$ cat config.mk
export PLATFORM = sky130hd
export DESIGN_NAME = eth_phy_10g_link_ctrl_flat
export DESIGN_NICKNAME = d
export VERILOG_FILES = /design/src/rtl/eth_phy_10g_link_ctrl_pkg.sv /design/src/rtl/eth_phy_10g_link_ctrl_if.sv /design/src/rtl/eth_phy_10g_link_ctrl_timer.sv /design/src/rtl/eth_phy_10g_link_ctrl.sv /design/src/flat_wrapper.sv
export SDC_FILE = /design/constraint.sdc
export NUM_CORES = 1
export LEC_CHECK = 0
export BUFFER_PORTS_ARGS = -buffer_cell sky130_fd_sc_hd__buf_2
export CORE_ASPECT_RATIO = 1.4
export CORE_UTILIZATION = 52
export DETAILED_ROUTE_END_ITERATION = 8
export PLACE_DENSITY = 0.76
export SLEW_MARGIN = 20
export SYNTH_ARGS = -nofsm -noshare
export SYNTH_HDL_FRONTEND = slang
export SYNTH_SLANG_ARGS = --single-unit
$ cat constraint.sdc
create_clock -name rx_clk -period 2.3 [get_ports rx_clk]
set_input_delay 0.115 -clock rx_clk [delete_from_list [all_inputs] [get_ports rx_clk]]
set_output_delay 0.115 -clock rx_clk [all_outputs]
set_load 0.1 [all_outputs]
$ cat src/rtl/eth_phy_10g_link_ctrl_pkg.sv
// Shared types for the 10G PHY bring-up / PRBS self-test sequencer.
package eth_phy_10g_link_ctrl_pkg;

  localparam int unsigned ERR_W     = 16;
  localparam int unsigned ERR_SUM_W = ERR_W + 1;
  localparam int unsigned CNT_W     = 7;
  localparam int unsigned CODE_W    = 3;

  typedef enum logic [2:0] {
    ST_IDLE        = 3'd0,
    ST_PHY_RST     = 3'd1,
    ST_WAIT_LOCK   = 3'd2,
    ST_PRBS_SETTLE = 3'd3,
    ST_PRBS_TEST   = 3'd4,
    ST_NORM_SETTLE = 3'd5,
    ST_WAIT_STATUS = 3'd6,
    ST_DONE        = 3'd7
  } state_e;

  typedef enum logic [CODE_W-1:0] {
    FAIL_NONE           = 3'd0,
    FAIL_LOCK_TIMEOUT   = 3'd1,
    FAIL_LOCK_LOST      = 3'd2,
    FAIL_ERRORS         = 3'd3,
    FAIL_STATUS_TIMEOUT = 3'd4,
    FAIL_ABORTED        = 3'd5
  } fail_e;

  typedef struct packed {
    logic             pass;
    fail_e            code;
    logic [ERR_W-1:0] err;
  } result_t;

  function automatic logic is_busy(input state_e s);
    return !((s == ST_IDLE) || (s == ST_DONE));
  endfunction

  // Saturating accumulate of one per-cycle error count.
  function automatic logic [ERR_W-1:0] sat_add(input logic [ERR_W-1:0] a,
                                               input logic [CNT_W-1:0] b);
    logic [ERR_SUM_W-1:0] s;
    s = ERR_SUM_W'(a) + ERR_SUM_W'(b);
    return s[ERR_W] ? '1 : s[ERR_W-1:0];
  endfunction

endpackage

$ cat src/rtl/eth_phy_10g_link_ctrl_if.sv
// PHY-facing control/status bundle between the sequencer and eth_phy_10g.
interface eth_phy_10g_link_ctrl_if;
  import eth_phy_10g_link_ctrl_pkg::*;

  logic             phy_reset_req;
  logic             cfg_tx_prbs31_enable;
  logic             cfg_rx_prbs31_enable;
  logic             rx_block_lock;
  logic             rx_status;
  logic             rx_high_ber;
  logic [CNT_W-1:0] rx_error_count;

  modport master (
    output phy_reset_req, cfg_tx_prbs31_enable, cfg_rx_prbs31_enable,
    input  rx_block_lock, rx_status, rx_high_ber, rx_error_count
  );

  modport slave (
    input  phy_reset_req, cfg_tx_prbs31_enable, cfg_rx_prbs31_enable,
    output rx_block_lock, rx_status, rx_high_ber, rx_error_count
  );
endinterface

$ cat src/rtl/eth_phy_10g_link_ctrl_timer.sv
// Per-state cycle timer: cleared on state change, saturates instead of wrapping.
module eth_phy_10g_link_ctrl_timer #(
  parameter int unsigned TMR_WIDTH = 24
) (
  input  logic                 rx_clk,
  input  logic                 rx_rst,
  input  logic                 clr,
  input  logic                 en,
  input  logic [TMR_WIDTH-1:0] tc_value,
  output logic                 tc_hit_c
);

  logic [TMR_WIDTH-1:0] count;

  always_ff @(posedge rx_clk) begin
    if (rx_rst) begin
      count <= '0;
    end else if (clr) begin
      count <= '0;
    end else if (en && (count != '1)) begin
      count <= count + TMR_WIDTH'(1);
    end
  end

  assign tc_hit_c = (count == tc_value);

endmodule

$ cat src/rtl/eth_phy_10g_link_ctrl.sv
// Bring-up sequencer: PHY reset, block lock, PRBS31 error window, return to XGMII, rx_status.
module eth_phy_10g_link_ctrl
  import eth_phy_10g_link_ctrl_pkg::*;
#(
  parameter int unsigned RST_CYCLES       = 16,
  parameter int unsigned LOCK_TIMEOUT     = 65536,
  parameter int unsigned SETTLE_CYCLES    = 64,
  parameter int unsigned PRBS_TEST_CYCLES = 1024,
  parameter int unsigned ERR_THRESHOLD    = 0,
  parameter int unsigned TMR_WIDTH        = 24
) (
  input  logic                       rx_clk,
  input  logic                       rx_rst,
  input  logic                       start,
  input  logic                       abort,
  eth_phy_10g_link_ctrl_if.master    phy,
  output logic                       busy,
  output logic                       done,
  output logic                       pass,
  output logic [CODE_W-1:0]          fail_code,
  output logic [ERR_W-1:0]           err_total,
  output logic                       link_up
);

  state_e               state_q, state_d;
  result_t              res_q, res_d;
  logic [TMR_WIDTH-1:0] tc_value;
  logic                 tc_hit_c;
  logic                 unused_high_ber;

  // Loss of high-BER is already reflected in rx_status.
  assign unused_high_ber = phy.rx_high_ber;

  // Terminal count for whichever state is timing; timer counts 0..N-1.
  always_comb begin
    tc_value = '1;
    case (state_q)
      ST_PHY_RST:                   tc_value = TMR_WIDTH'(RST_CYCLES - 1);
      ST_WAIT_LOCK, ST_WAIT_STATUS: tc_value = TMR_WIDTH'(LOCK_TIMEOUT - 1);
      ST_PRBS_SETTLE,
      ST_NORM_SETTLE:               tc_value = TMR_WIDTH'(SETTLE_CYCLES - 1);
      ST_PRBS_TEST:                 tc_value = TMR_WIDTH'(PRBS_TEST_CYCLES - 1);
      default:                      tc_value = '1;
    endcase
  end

  eth_phy_10g_link_ctrl_timer #(.TMR_WIDTH(TMR_WIDTH)) u_timer (
    .rx_clk   (rx_clk),
    .rx_rst   (rx_rst),
    .clr      (state_d != state_q),
    .en       (1'b1),
    .tc_value (tc_value),
    .tc_hit_c (tc_hit_c)
  );

  // State register and output registers, all decoded from the next state.
  always_ff @(posedge rx_clk) begin
    if (rx_rst) begin
      state_q                  <= ST_IDLE;
      res_q                    <= '0;
      busy                     <= 1'b0;
      done                     <= 1'b0;
      pass                     <= 1'b0;
      fail_code                <= '0;
      err_total                <= '0;
      link_up                  <= 1'b0;
      phy.phy_reset_req        <= 1'b0;
      phy.cfg_tx_prbs31_enable <= 1'b0;
      phy.cfg_rx_prbs31_enable <= 1'b0;
    end else begin
      state_q                  <= state_d;
      res_q                    <= res_d;
      busy                     <= is_busy(state_d);
      done                     <= (state_d == ST_DONE);
      pass                     <= res_d.pass;
      fail_code                <= res_d.code;
      err_total                <= res_d.err;
      link_up                  <= (state_d == ST_DONE) && res_d.pass && phy.rx_status;
      phy.phy_reset_req        <= (state_d == ST_PHY_RST);
      phy.cfg_tx_prbs31_enable <= (state_d == ST_PRBS_SETTLE) || (state_d == ST_PRBS_TEST);
      phy.cfg_rx_prbs31_enable <= (state_d == ST_PRBS_SETTLE) || (state_d == ST_PRBS_TEST);
    end
  end

  // Next-state logic; timeouts beat success, abort beats everything.
  always_comb begin
    state_d = state_q;
    case (state_q)
      ST_IDLE, ST_DONE: if (start) state_d = ST_PHY_RST;
      ST_PHY_RST:       if (tc_hit_c) state_d = ST_WAIT_LOCK;
      ST_WAIT_LOCK: begin
        if (tc_hit_c)               state_d = ST_DONE;
        else if (phy.rx_block_lock) state_d = ST_PRBS_SETTLE;
      end
      ST_PRBS_SETTLE:   if (tc_hit_c) state_d = ST_PRBS_TEST;
      ST_PRBS_TEST: begin
        if (!phy.rx_block_lock) state_d = ST_DONE;
        else if (tc_hit_c)      state_d = ST_NORM_SETTLE;
      end
      ST_NORM_SETTLE:   if (tc_hit_c) state_d = ST_WAIT_STATUS;
      ST_WAIT_STATUS:   if (tc_hit_c || phy.rx_status) state_d = ST_DONE;
      default:          state_d = ST_IDLE;
    endcase
    if (abort && is_busy(state_q)) state_d = ST_DONE;
  end

  // Result bookkeeping: clear on accepted start, accumulate in window, grade on DONE entry.
  always_comb begin
    res_d = res_q;
    if ((state_d == ST_PHY_RST) && !is_busy(state_q)) begin
      res_d = '0;
    end
    if (state_q == ST_PRBS_TEST) begin
      res_d.err = sat_add(res_q.err, phy.rx_error_count);
    end
    if ((state_d == ST_DONE) && is_busy(state_q)) begin
      if (abort) begin
        res_d.code = FAIL_ABORTED;
      end else begin
        case (state_q)
          ST_WAIT_LOCK: res_d.code = FAIL_LOCK_TIMEOUT;
          ST_PRBS_TEST: res_d.code = FAIL_LOCK_LOST;
          ST_WAIT_STATUS: begin
            if (tc_hit_c)                            res_d.code = FAIL_STATUS_TIMEOUT;
            else if (res_q.err > ERR_W'(ERR_THRESHOLD)) res_d.code = FAIL_ERRORS;
            else begin
              res_d.code = FAIL_NONE;
              res_d.pass = 1'b1;
            end
          end
          default: res_d.code = res_q.code;
        endcase
      end
    end
  end

endmodule
$ cat src/flat_wrapper.sv
// flat-port wrapper written by rule: the top's interface ports become plain ports
module eth_phy_10g_link_ctrl_flat import eth_phy_10g_link_ctrl_pkg::*;
#(
  parameter int unsigned RST_CYCLES       = 16,
  parameter int unsigned LOCK_TIMEOUT     = 65536,
  parameter int unsigned SETTLE_CYCLES    = 64,
  parameter int unsigned PRBS_TEST_CYCLES = 1024,
  parameter int unsigned ERR_THRESHOLD    = 0,
  parameter int unsigned TMR_WIDTH        = 24
)
  (rx_clk, rx_rst, start, abort, busy, done, pass, fail_code, err_total, link_up, phy_phy_reset_req, phy_cfg_tx_prbs31_enable, phy_cfg_rx_prbs31_enable, phy_rx_block_lock, phy_rx_status, phy_rx_high_ber, phy_rx_error_count);
  eth_phy_10g_link_ctrl_if phy_i ();
  input  logic rx_clk;
  input  logic rx_rst;
  input  logic start;
  input  logic abort;
  output logic busy;
  output logic done;
  output logic pass;
  output logic [CODE_W-1:0] fail_code;
  output logic [ERR_W-1:0] err_total;
  output logic link_up;
  output wire logic [$bits(phy_i.phy_reset_req)-1:0] phy_phy_reset_req;
  output wire logic [$bits(phy_i.cfg_tx_prbs31_enable)-1:0] phy_cfg_tx_prbs31_enable;
  output wire logic [$bits(phy_i.cfg_rx_prbs31_enable)-1:0] phy_cfg_rx_prbs31_enable;
  input wire logic [$bits(phy_i.rx_block_lock)-1:0] phy_rx_block_lock;
  input wire logic [$bits(phy_i.rx_status)-1:0] phy_rx_status;
  input wire logic [$bits(phy_i.rx_high_ber)-1:0] phy_rx_high_ber;
  input wire logic [$bits(phy_i.rx_error_count)-1:0] phy_rx_error_count;
  assign phy_phy_reset_req = phy_i.phy_reset_req;
  assign phy_cfg_tx_prbs31_enable = phy_i.cfg_tx_prbs31_enable;
  assign phy_cfg_rx_prbs31_enable = phy_i.cfg_rx_prbs31_enable;
  assign phy_i.rx_block_lock = phy_rx_block_lock;
  assign phy_i.rx_status = phy_rx_status;
  assign phy_i.rx_high_ber = phy_rx_high_ber;
  assign phy_i.rx_error_count = phy_rx_error_count;
  eth_phy_10g_link_ctrl #(.RST_CYCLES(RST_CYCLES), .LOCK_TIMEOUT(LOCK_TIMEOUT), .SETTLE_CYCLES(SETTLE_CYCLES), .PRBS_TEST_CYCLES(PRBS_TEST_CYCLES), .ERR_THRESHOLD(ERR_THRESHOLD), .TMR_WIDTH(TMR_WIDTH)) u_core (.rx_clk(rx_clk), .rx_rst(rx_rst), .start(start), .abort(abort), .phy(phy_i), .busy(busy), .done(done), .pass(pass), .fail_code(fail_code), .err_total(err_total), .link_up(link_up));
endmodule
==> results.ini, run 1 <==
[floorplan]
io_pins = 40
dieWidth_um = 65.9
start_util = 0.538
core_um2 = 5530
die_area_um2 = 6030
rows = 32
die_h_um = 91.4

[final_layout]
drive_gt1_frac = 0.312
area_growth_pct = 26.7
register_area_um2 = 1060
antenna_cells = 0
num-fill-cells = 461
fin_util = 0.681
layout.nets = 464
multi_input_area_um2 = 1930
final_area_um2 = 3760

[routing]
drc_errors = 0
drt_iter0_markers = 153
vias_per_cell = 5.75
ant_nets = 0
drt_wl_total_um = 7560
vias = 2930
drt_pass1_iterations = 4
wl_per_cell_um = 14.8

[power_and_ir_drop]
pwr-share-clk = 0.214
seqPwrFrac = 0.392
p_per_area_nw_per_um2 = 674
fin_total_pwr_mw = 2.54
intPower_mw = 1.56
irDropWorstVdd_uv = 486
p_switching_uw = 974
p_leak_nw = 1.53
p_comb_frac = 0.394
netSwitchingFraction = 0.384

[timing]
fin_crit_ns = 2.34
worst_pin_slew_ns = 0.487
finalMaxSlewViolations = 0
fin_ws_ns = -0.0370
fin_crit_sh = 1.02
slew_headroom = 0.677
fin_skew_ns = 0.00247
setup_viol = 21
finalHoldViolCount = 0
rsz0062_at_grt = yes
setup_tns_ns = -0.475
fmax_mhz = 428

[setup_path]
critPathLaunch = u_core.state_q[0]
crit_fanout = 6
end_kind = flop
worstSetupStartpointType = flop
crit_arrival_ns = 2.53
crit_type = reg2reg
r2r_start = u_core.state_q[0]
worstPathRequired_ns = 2.49

[worst_hold_path]
min_from = phy_rx_status
hp-class = in2reg

[status]
outcome = finished with violations
violations = setup timing

[synth]
synth_area_um2 = 2970
syn_inst = 366
yosysSeqAreaShare = 0.350
ys_top_cells_by_count = dfxtp_1 (52), nor2_1 (48), a21oi_1 (24), nand2_1 (24), nand3_1 (23)
synth_top_area_share = 0.350
synth-seq-cells = 52
ys_types = 50
synth.avg_cell_area_um2 = 8.12
yosysWarningCount = 0
ys.flop_type = dfxtp_1
synth_edf_count = 0
ys_async_sr_fraction = 0
synthTopCellsByArea = dfxtp_1 (35%), nor2_1 (6.1%), a21oi_1 (4.0%)
synth.most_common_cell = dfxtp_1
synth_fp_nets = 389
yosysTopAreaCell = dfxtp_1

[global_routing]
grt_antenna_before_repair = 0
grt_pass1_vias = 2665
grt_max_degree = 25
overflow = 0
grt_pass1_wl_um = 11500
grtUsageTotal = 0.246

[clock_network]
cts_tree = done
clk_latency_ns = 0.30
clk_pin_slew_ns = 0.09
cts_max_level = 2
numCtsBuffers = 5
cts-root-buf = clkbuf_8
cts_sinks = 52
ctsLongestPathBuffers = 2

[run]
cap_violations = 0

[place]
place_area_um2 = 3510
place_congestion = 0.855
place_ws_ns = -0.0636
io_buffers = 38
hpwlAfterDp_um = 5400

cells by family after synthesis:
family,share of synthesized area
buf+inv,0.0371
fa+ha+maj,0.0404
mux,0.0392
compound gates,0.164
simple gates,0.292
xor+xnor,0.0766
flops,0.350
flip-flops by register name (all words and copies together), names as in the netlist, 3 cells and up:
register and flops:
u_core.err_total 16, u_core.u_timer.count 24, u_core.fail_code 3, u_core.state_q 3
final timing paths:
kind / to / slack [ns] / cells past startpoint
hold reg to reg: u_core.fail_code[1] / 0.49 / 2
setup reg to reg: u_core.u_timer.count[20] / -0.04 / 11
hold / removal: u_core.link_up / 0.08 / 2
setup / recovery: u_core.u_timer.count[20] / -0.04 / 11
area by class of cell:
type                       instances  share of cell area
clock buffer                       7              0.0229
clock inverter                     1             0.00166
inverter                          10             0.00997
multi-input combinational        289               0.512
sequential                        52               0.282
tap                               68              0.0226
timing repair buffer              83               0.149
power by group through the flow:
stage / Clock [mW] / Combinational (mW) / Sequential, mW
floorplan: 0 / 0.463 / 1.21
global placement: 0 / 0.878 / 1.00
detailed placement: 0 / 0.886 / 1.01
CTS: 0.568 / 0.893 / 0.989
global route: 0.602 / 1.06 / 1.00
finish: 0.543 / 0.998 / 0.995
metal layers:
layer  part of all wire  vias up  global-route usage
met5                  0        -                   0
met4              0.027        0               0.103
met3              0.029       18              0.0402
met2               0.56       64               0.470
met1               0.39     1393               0.250
li1                   -     1455                   -
worst max-delay path: stages (launching register included):
cell	delay, ns
dfxtp_4	0.37
buf_4	0.13
or2_1	0.25
a211o_1	0.26
o21ai_1	0.07
nand4b_1	0.15
buf_6	0.16
mux2i_4	0.20
buf_4	0.17
o21ai_4	0.21
clkbuf_16	0.20
a311oi_1	0.04
layout by cell type, fill, tap and decap left out, types with 7 or more instances in the layout:
cell / instances
xor2_1: 13
nand4_1: 8
a311oi_1: 7
a21oi_1: 20
o21ai_0: 9
buf_2: 38
nor4_1: 8
and3_1: 10
nor3_1: 10
nor2b_1: 7
dfxtp_2: 8
nand2_1: 24
xnor2_1: 13
nand3_1: 22
dfxtp_1: 41
buf_4: 40
inv_1: 10
nor2_1: 46
repair_timing:
item / 4_1_cts / 5_1_grt
resized for setup: 5 / 24
endpoints found under the setup margin: 15 / 46
pin swaps: 1 / 9
hold buffers: 0 / 0
cloned: 0 / 2
setup buffers: 0 / 5
stage by stage:
step,instances,hold slack [ns]
2_1_floorplan,366,0.261
3_3_place_gp,495,0.365
3_5_place_dp,495,0.378
4_1_cts,503,0.0557
5_1_grt,510,0.0851
6_report,510,0.0814
Power figures use the tool's default switching activity.
==> run 2, diff against run 1 <==
--- a/config.mk
+++ b/config.mk
@@ -5,12 +5,14 @@
 export SDC_FILE = /design/constraint.sdc
 export NUM_CORES = 1
 export LEC_CHECK = 0
+export ABC_AREA = 1
 export BUFFER_PORTS_ARGS = -buffer_cell sky130_fd_sc_hd__buf_2
 export CORE_ASPECT_RATIO = 1.4
-export CORE_UTILIZATION = 52
+export CORE_UTILIZATION = 54
 export DETAILED_ROUTE_END_ITERATION = 8
-export PLACE_DENSITY = 0.76
+export PLACE_DENSITY = 0.77
 export SLEW_MARGIN = 20
 export SYNTH_ARGS = -nofsm -noshare
 export SYNTH_HDL_FRONTEND = slang
+export SYNTH_HIERARCHICAL = 1
 export SYNTH_SLANG_ARGS = --single-unit
==> run 2 against run 1 <==
Net effect:
- utilization is 4.9 points higher
- count of clock-buffer cells in the layout stayed put
- critical path type unchanged
- area after synthesis is 31% higher
- critical path depth is 7 higher
- wire length is 50% higher
- the run still ends with setup timing left
==> results.ini, run 2 <==
[status]
outcome = finished with violations
violations = setup timing

[routing]
vias = 4336  ; +48%
ant_nets = 0  ; unchanged
drc_errors = 0  ; unchanged
drt_iter0_markers = 254  ; +66%
drt_wl_total_um = 11300  ; +50%
wl_per_cell_um = 14.3  ; -3.5%
vias_per_cell = 5.48  ; -4.6%
drt_pass1_iterations = 5  ; +1

[synth]
synthAdderAreaFrac = 0.0309  ; -0.00949
ys_top_cells_by_count = nand2_1 (149), nor2_1 (73), nand3_1 (66)
synth_edf_count = 0  ; unchanged
synthTopCellsByArea = dfxtp_1 (27%), nand2_1 (14%), nand3_1 (8.5%)
synth.most_common_cell = nand2_1
yosysSeqAreaShare = 0.268  ; -0.0823
synth_top_family_by_area = simple AND/OR/NAND/NOR gates
synth_area_um2 = 3880  ; +31%
ys_async_sr_fraction = 0  ; unchanged
synth-xor-area-share = 0.0631  ; -0.0135
synth-compound-area-share = 0.0892  ; -0.0750
yosysTopAreaCell = dfxtp_1
synth.avg_cell_area_um2 = 6.47  ; -20%
synth.area.mux_share = 0  ; -0.0392
ys_types = 41  ; -18%
yosysWarningCount = 6  ; +6
synthSimpleGateAreaFrac = 0.447  ; +0.155
syn_inst = 600  ; +64%
synth-seq-cells = 52  ; unchanged
ys.flop_type = dfxtp_1
synth_top_area_share = 0.268  ; -0.0823

[power_and_ir_drop]
p_per_area_nw_per_um2 = 791  ; +17%
fin_total_pwr_mw = 4.01  ; +58%
p_leak_nw = 2.15  ; +40%
p_switching_mw = 1.92  ; +97%
pwr-share-clk = 0.129  ; -0.085
p_comb_frac = 0.600  ; +0.206
seqPwrFrac = 0.271  ; -0.121
intPower_mw = 2.08  ; +34%
netSwitchingFraction = 0.479  ; +0.0952
irDropWorstVdd_uv = 619  ; +27%

[timing]
setup_tns_ns = -18.96  ; -18.49 ns
holdWs_ns = 0.0590  ; -0.0224 ns
fin_crit_sh = 1.22  ; +0.200
rsz0062_at_grt = yes
setup_viol = 50  ; +140%
worst_pin_slew_ns = 0.507  ; +0.0193 ns
slew_headroom = 0.662  ; -0.0151
fin_crit_ns = 2.80  ; +0.460 ns
fin_ws_ns = -0.497  ; -0.460 ns
fmax_mhz = 358  ; -16%
finalHoldViolCount = 0  ; unchanged
finalMaxSlewViolations = 0  ; unchanged
fin_skew_ns = 0.00331  ; +0.000838 ns

[setup_path]
reg2reg_depth = 18  ; +7
r2r_start = u_core/state_q[0]
rr_endpoint = u_core/u_timer/count[16]
reg2reg_slack_ns = -0.50  ; -0.46 ns
crit_arrival_ns = 3.06  ; +0.53 ns
critPathLaunch = u_core/state_q[0]
max_stage_delay_ns = 0.41  ; +0.04 ns
crit_type = reg2reg
crit_fanout = 12  ; +6
cpMostUsedCell = nor2_4
cp.depth = 18  ; +7
crit_family = simple AND/OR/NAND/NOR gates
cp.buffers_inverters = 2  ; -2
end_kind = flop
crit_chain = o21ai_4 -> xor2_1 -> a21oi_2 -> nand3_1 -> nor2_1 -> nand2_1 -> nor2_4 -> inv_4 -> nand2_4 -> nand2_4 -> nor2_4 -> nand3_4 -> xor2_1 -> nand4_1 -> nor2_4 -> clkbuf_16 -> nand2_1 -> nor2_1
crit_slowest_cell = dfxtp_4
worstSetupStartpointType = flop
worstPathRequired_ns = 2.56  ; +0.07 ns

[final_layout]
num-fill-cells = 602  ; +31%
layout.nets = 719  ; +55%
area_growth_pct = 30.4
multi_input_area_um2 = 2820  ; +46%
final_common_cell = nand2_1
fin_util = 0.730  ; +0.0490
drive_gt1_frac = 0.325  ; +0.0125
largest_register_ffs = 24  ; unchanged
register_area_um2 = 1060  ; -0.24%
top_register = u_core/u_timer/count
most-common-layout-cells = nand2_1 (127), nor2_1 (66), buf_4 (54)
reg_top3 = u_core/u_timer/count (24), u_core/res_q (20), u_core/state_q (3)
antenna_cells = 0  ; unchanged

[worst_hold_path]
min_from = phy_rx_status
min_to = u_core/link_up
hp-class = in2reg
hold-path-cell-count = 3  ; +1

[global_routing]
overflow = 0  ; unchanged
grt_pass1_wl_um = 18000  ; +56%
grt_pass1_vias = 3994  ; +50%
grtUsageTotal = 0.309  ; +0.0631
grt_max_degree = 26  ; +4.0%
grt_antenna_before_repair = 0  ; unchanged

[place]
io_buffers = 38  ; unchanged
place_congestion = 0.926  ; +8.3%
hpwlAfterDp_um = 7750  ; +43%

[clock_network]
numCtsBuffers = 5  ; unchanged
ctsLongestPathBuffers = 2  ; unchanged
clk_latency_ns = 0.32  ; +0.02 ns
cts_sinks = 52  ; unchanged
cts_tree = done
cts_max_level = 2  ; unchanged
ctsHoldBuffers = 0  ; unchanged
cts-root-buf = clkbuf_8
clk_pin_slew_ns = 0.09  ; about the same

[floorplan]
die_h_um = 102  ; +12%
die_area_um2 = 7540  ; +25%
dieWidth_um = 73.7  ; +12%
core_um2 = 6940  ; +26%
start_util = 0.560  ; +0.0221
io_pins = 40  ; unchanged
rows = 36  ; +13%

[run]
cap_violations = 0  ; unchanged

==> run 2: final cells by class <==
| cell class | instances | share of cell area |
|---|---|---|
| multi-input cells | 472 | 0.556 |
| repair buffers | 100 | 0.144 |
| well taps | 95 | 0.0235 |
| flip-flops and latches | 52 | 0.209 |
| clock buffers | 7 | 0.0151 |
| inverters | 65 | 0.0516 |
==> run 2: worst max-delay path by stage <==
stage                                          end
after global placement     u_core/u_timer/count[2]
after detailed placement   u_core/u_timer/count[2]
after CTS                  u_core/u_timer/count[2]
after global routing      u_core/u_timer/count[14]
final                     u_core/u_timer/count[16]
after floorplan           u_core/u_timer/count[22]
==> run 2: repair_timing <==
item / 4_1_cts / 5_1_grt
setup buffers: 5 / 2
gates resized for setup: 38 / 29
endpoints found under the hold margin: 0 / 0
gates cloned: 4 / 2
pin swaps: 6 / 12
setup endpoints to repair: 50 / 52
==> run 2: worst min-delay path: cells and delay by family <==
kind,cells,cell delay (ns)
buf+inv,1,0.12
compound gates,1,0.04
simple gates,1,0.07
==> run 2: logic make-up (layout without fill, tap and decap cells) <==
| logic type | Yosys count | after routing |
|---|---|---|
| other | 1 | 7 |
| buffers and inverters | 86 | 172 |
| xor gates and xnor gates | 28 | 28 |
| and+or+nand+nor | 361 | 365 |
| DFF | 52 | 52 |
| adders and majority gates | 9 | 9 |
| AOI/OAI and AO/OA | 63 | 63 |
==> run 2: layer usage <==
metal  global-route usage  up-vias  share of wire  routed length (um)
li1                     -     2138              -                   -
met1                0.331     1957           0.37                4230
met2                0.565      189           0.53                5990
met3               0.0473       52          0.048                 546
met4                0.178        0          0.049                 550
met5                    0        -              0                   0
==> run 2: metrics by stage <==
step	instances	setup slack, ns	cell area [um^2]
3_3_place_gp	772	-0.370	4600
4_1_cts	787	-0.387	4910
2_1_floorplan	606	-0.296	4010
6_report	791	-0.497	5070
5_1_grt	791	-0.649	5070
3_5_place_dp	772	-0.437	4600
==> run 2: power groups by stage <==
stage	clock network, mW	registers, mW	logic (mW)
floorplan	0	1.43	1.12
global placement	0	1.08	1.95
detailed placement	0	1.08	1.98
CTS	0.537	1.08	2.22
global route	0.561	1.10	2.55
finish	0.516	1.09	2.40
==> run 3, diff against run 2 <==
--- a/config.mk
+++ b/config.mk
@@ -5,12 +5,11 @@
 export SDC_FILE = /design/constraint.sdc
 export NUM_CORES = 1
 export LEC_CHECK = 0
-export ABC_AREA = 1
 export BUFFER_PORTS_ARGS = -buffer_cell sky130_fd_sc_hd__buf_2
 export CORE_ASPECT_RATIO = 1.4
-export CORE_UTILIZATION = 54
+export CORE_UTILIZATION = 53
 export DETAILED_ROUTE_END_ITERATION = 8
-export PLACE_DENSITY = 0.77
+export PLACE_DENSITY = 0.76
 export SLEW_MARGIN = 20
 export SYNTH_ARGS = -nofsm -noshare
 export SYNTH_HDL_FRONTEND = slang
==> run 3 against run 2 <==
Net effect:
- the flow still finishes with violations (setup timing)
- sequential power shrank 9%
- clock skew grew 0.0056 ns
- register-to-register slack lost 0.59 ns
- critical path depth shrank 1
- global-route usage shrank 2.5 points
- utilization grew 1.8 points
- first-iteration DRC count grew 15%
- die area shrank 10%
- critical endpoint is now u_core/u_timer/count[7]
- largest power group unchanged
- highest routed layer unchanged
==> results.ini, run 3 <==
[status]
outcome = finished with violations
violations = setup timing

[timing]
fin_skew_ns = 0.00889  ; +0.00558 ns
fin_crit_sh = 1.47  ; +0.255
rsz0062_at_grt = yes
finalHoldViolCount = 0  ; unchanged
fin_ws_ns = -1.08  ; -0.586 ns
fmax_mhz = 296  ; -17%
fin_crit_ns = 3.38  ; +0.586 ns
setup_viol = 36  ; -28%
slew_headroom = 0.605  ; -0.0576
holdWs_ns = 0.0837  ; +0.0247 ns
worst_pin_slew_ns = 0.589  ; +0.0820 ns
finalMaxSlewViolations = 0  ; unchanged

[synth]
ys_async_sr_fraction = 0  ; unchanged
yosysSeqAreaShare = 0.304  ; +0.0363
synth.avg_cell_area_um2 = 8.18  ; +26%
ys_types = 63  ; +54%
synth-seq-cells = 52  ; unchanged
synth.most_common_cell = dfxtp_1
syn_inst = 418  ; -30%
ys_top_cells_by_count = dfxtp_1 (52), nor2_1 (42), nand2_1 (32)
synth_edf_count = 0  ; unchanged
synth_top_area_share = 0.304  ; +0.0363
synth_area_um2 = 3420  ; -12%
yosysWarningCount = 6  ; unchanged
yosysTopAreaCell = dfxtp_1
synthTopCellsByArea = dfxtp_1 (30%), xnor2_1 (6.4%), xor2_1 (5.4%)
ys.flop_type = dfxtp_1

[final_layout]
fin_cells = 591  ; -25%
most-common-layout-cells = buf_4 (60), dfxtp_1 (40), buf_2 (38)
largest_register_ffs = 24  ; unchanged
antenna_cells = 0  ; unchanged
final_common_cell = buf_4
multi_input_area_um2 = 2520  ; -11%
register_area_um2 = 1060  ; +0.12%
area_growth_pct = 35.8
layout.nets = 541  ; -25%
drive_gt1_frac = 0.378  ; +0.0529
reg_top3 = u_core/u_timer/count (24), u_core/res_q (20), u_core/state_q (3)
top_register = u_core/u_timer/count
final_area_um2 = 4650  ; -8.3%
num-fill-cells = 447  ; -26%

[clock_network]
cts_max_level = 2  ; unchanged
cts_sinks = 52  ; unchanged
clk_latency_ns = 0.31  ; about the same
numCtsBuffers = 5  ; unchanged
cts_tree = done
ctsLongestPathBuffers = 2  ; unchanged
cts-root-buf = clkbuf_8
clk_pin_slew_ns = 0.09  ; about the same

[power_and_ir_drop]
p_comb_frac = 0.503  ; -0.097
p_switching_mw = 1.27  ; -34%
p_leak_nw = 1.89  ; -12%
netSwitchingFraction = 0.410  ; -0.0698
pwr-share-clk = 0.178  ; +0.049
irDropWorstVdd_uv = 322  ; -48%
intPower_mw = 1.84  ; -12%
p_per_area_nw_per_um2 = 669  ; -15%
seqPwrFrac = 0.319  ; +0.048

[floorplan]
dieWidth_um = 69.9  ; -5.1%
io_pins = 40  ; unchanged
die_area_um2 = 6780  ; -10%
rows = 34  ; -5.6%
start_util = 0.551  ; -0.00912
die_h_um = 97.1  ; -5.2%
core_um2 = 6210  ; -10%

[routing]
wl_per_cell_um = 17.8  ; +25%
vias_per_cell = 6.11  ; +11%
drt_pass1_iterations = 7  ; +2
drt_wl_total_um = 10500  ; -6.9%
drc_errors = 0  ; unchanged
drt_iter0_markers = 292  ; +15%
ant_nets = 0  ; unchanged
vias = 3610  ; -17%

[global_routing]
grt_pass1_vias = 3304  ; -17%
met1_usage = 0.303  ; -0.0282
grt_pass1_wl_um = 15500  ; -14%
grt_util_met3 = 0.0384  ; -0.00896
grt_max_degree = 24  ; -7.7%
overflow = 0  ; unchanged
grtUsageTotal = 0.284  ; -0.0250
use_met2 = 0.543  ; -0.0224
top_usage_layer = met2
grt_antenna_before_repair = 0  ; unchanged

[setup_path]
worstSetupStartpointType = flop
crit_type = reg2reg
worstPathRequired_ns = 2.56  ; about the same
end_kind = flop
crit_fanout = 7  ; -5
crit_arrival_ns = 3.64  ; +0.58 ns

[place]
io_buffers = 38  ; unchanged
dp_cells = 569  ; -26%
place_ws_ns = -0.918  ; -0.481 ns
place_congestion = 0.851  ; -8.1%
place_area_um2 = 4100  ; -11%
hpwlAfterDp_um = 6740  ; -13%

[worst_hold_path]
hp-class = in2reg

[run]
cap_violations = 0  ; unchanged

## run 3: changes by cell type in the layout (fill, tap and decap cells not counted), moves of 22 or more
cell / delta
nor2_1: -40
nand2_1: -97
nand3_1: -30
nand2_2: -22
inv_1: -38
nand3_2: -27
## run 3: kinds of logic (layout without fill, tap and decap cells)
family	after synthesis	in the layout	synth area share
and+or+nand+nor	177	177	0.299
other	1	6	0.00110
adders and majority gates	9	9	0.0351
AOI/OAI and AO/OA	93	93	0.177
DFF	52	52	0.304
buffers and inverters	34	130	0.0472
muxes	6	6	0.0179
xor gates and xnor gates	46	46	0.118
## run 3: critical path, stage by stage (launching register included)
cell	delay, ns
dfxtp_2	0.37
buf_4	0.13
nor3_4	0.04
a21o_4	0.24
xor2_2	0.17
nor4_2	0.34
nand4_1	0.16
nor3_2	0.12
buf_4	0.16
nand2b_1	0.10
a211o_1	0.15
nand3_2	0.08
and2_4	0.17
xor2_1	0.15
nand4_1	0.13
or2_4	0.27
or4_1	0.49
nand2_1	0.08
## run 3: power by group through the flow
| stage | clock network, mW | registers (mW) | logic [mW] |
|---|---|---|---|
| CTS | 0.557 | 0.986 | 1.36 |
| global placement | 0 | 1.00 | 1.13 |
| detailed placement | 0 | 1.00 | 1.15 |
| floorplan | 0 | 1.24 | 0.626 |
| finish | 0.552 | 0.992 | 1.56 |
| global route | 0.590 | 0.999 | 1.64 |
## run 3: timing repair
action	in CTS	in global routing
setup buffers	5	7
gates cloned	2	1
hold buffers	0	0
endpoints found under the setup margin	36	36
gates resized for setup	30	36
pin swaps	11	10
## run 3: area by class of cell
class / instances / share of cell area
multi-input combinational: 337 / 0.541
sequential: 52 / 0.228
timing repair buffer: 110 / 0.182
clock buffer: 8 / 0.0194
tap: 72 / 0.0194
inverter: 12 / 0.00969
## run 3: worst paths after layout
path	endpoint	cells past startpoint	slack, ns	start
worst max-delay path	u_core/u_timer/count[7]	17	-1.08	u_core/state_q[2]
worst min-delay path	u_core/link_up	2	0.08	phy_rx_status
worst max register to register	u_core/u_timer/count[7]	17	-1.08	u_core/state_q[2]
worst min register to register	u_core/res_q[17]	2	0.47	u_core/res_q[17]
## run 3: stage by stage
stage               setup TNS (ns)  utilization  total power [mW]
global placement            -18.61        0.661              2.13
detailed placement          -21.91        0.661              2.15
CTS                         -22.59        0.711              2.90
global route                -34.49        0.748              3.23
finish                      -27.69        0.748              3.11
floorplan                   -20.42            -              1.87
## run 3: layer usage
metal | wire [um] | vias up
met1 | 3940 | 1728
li1 | - | 1705
met5 | 0 | -
met3 | 507 | 32
met4 | 410 | 0
met2 | 5690 | 145
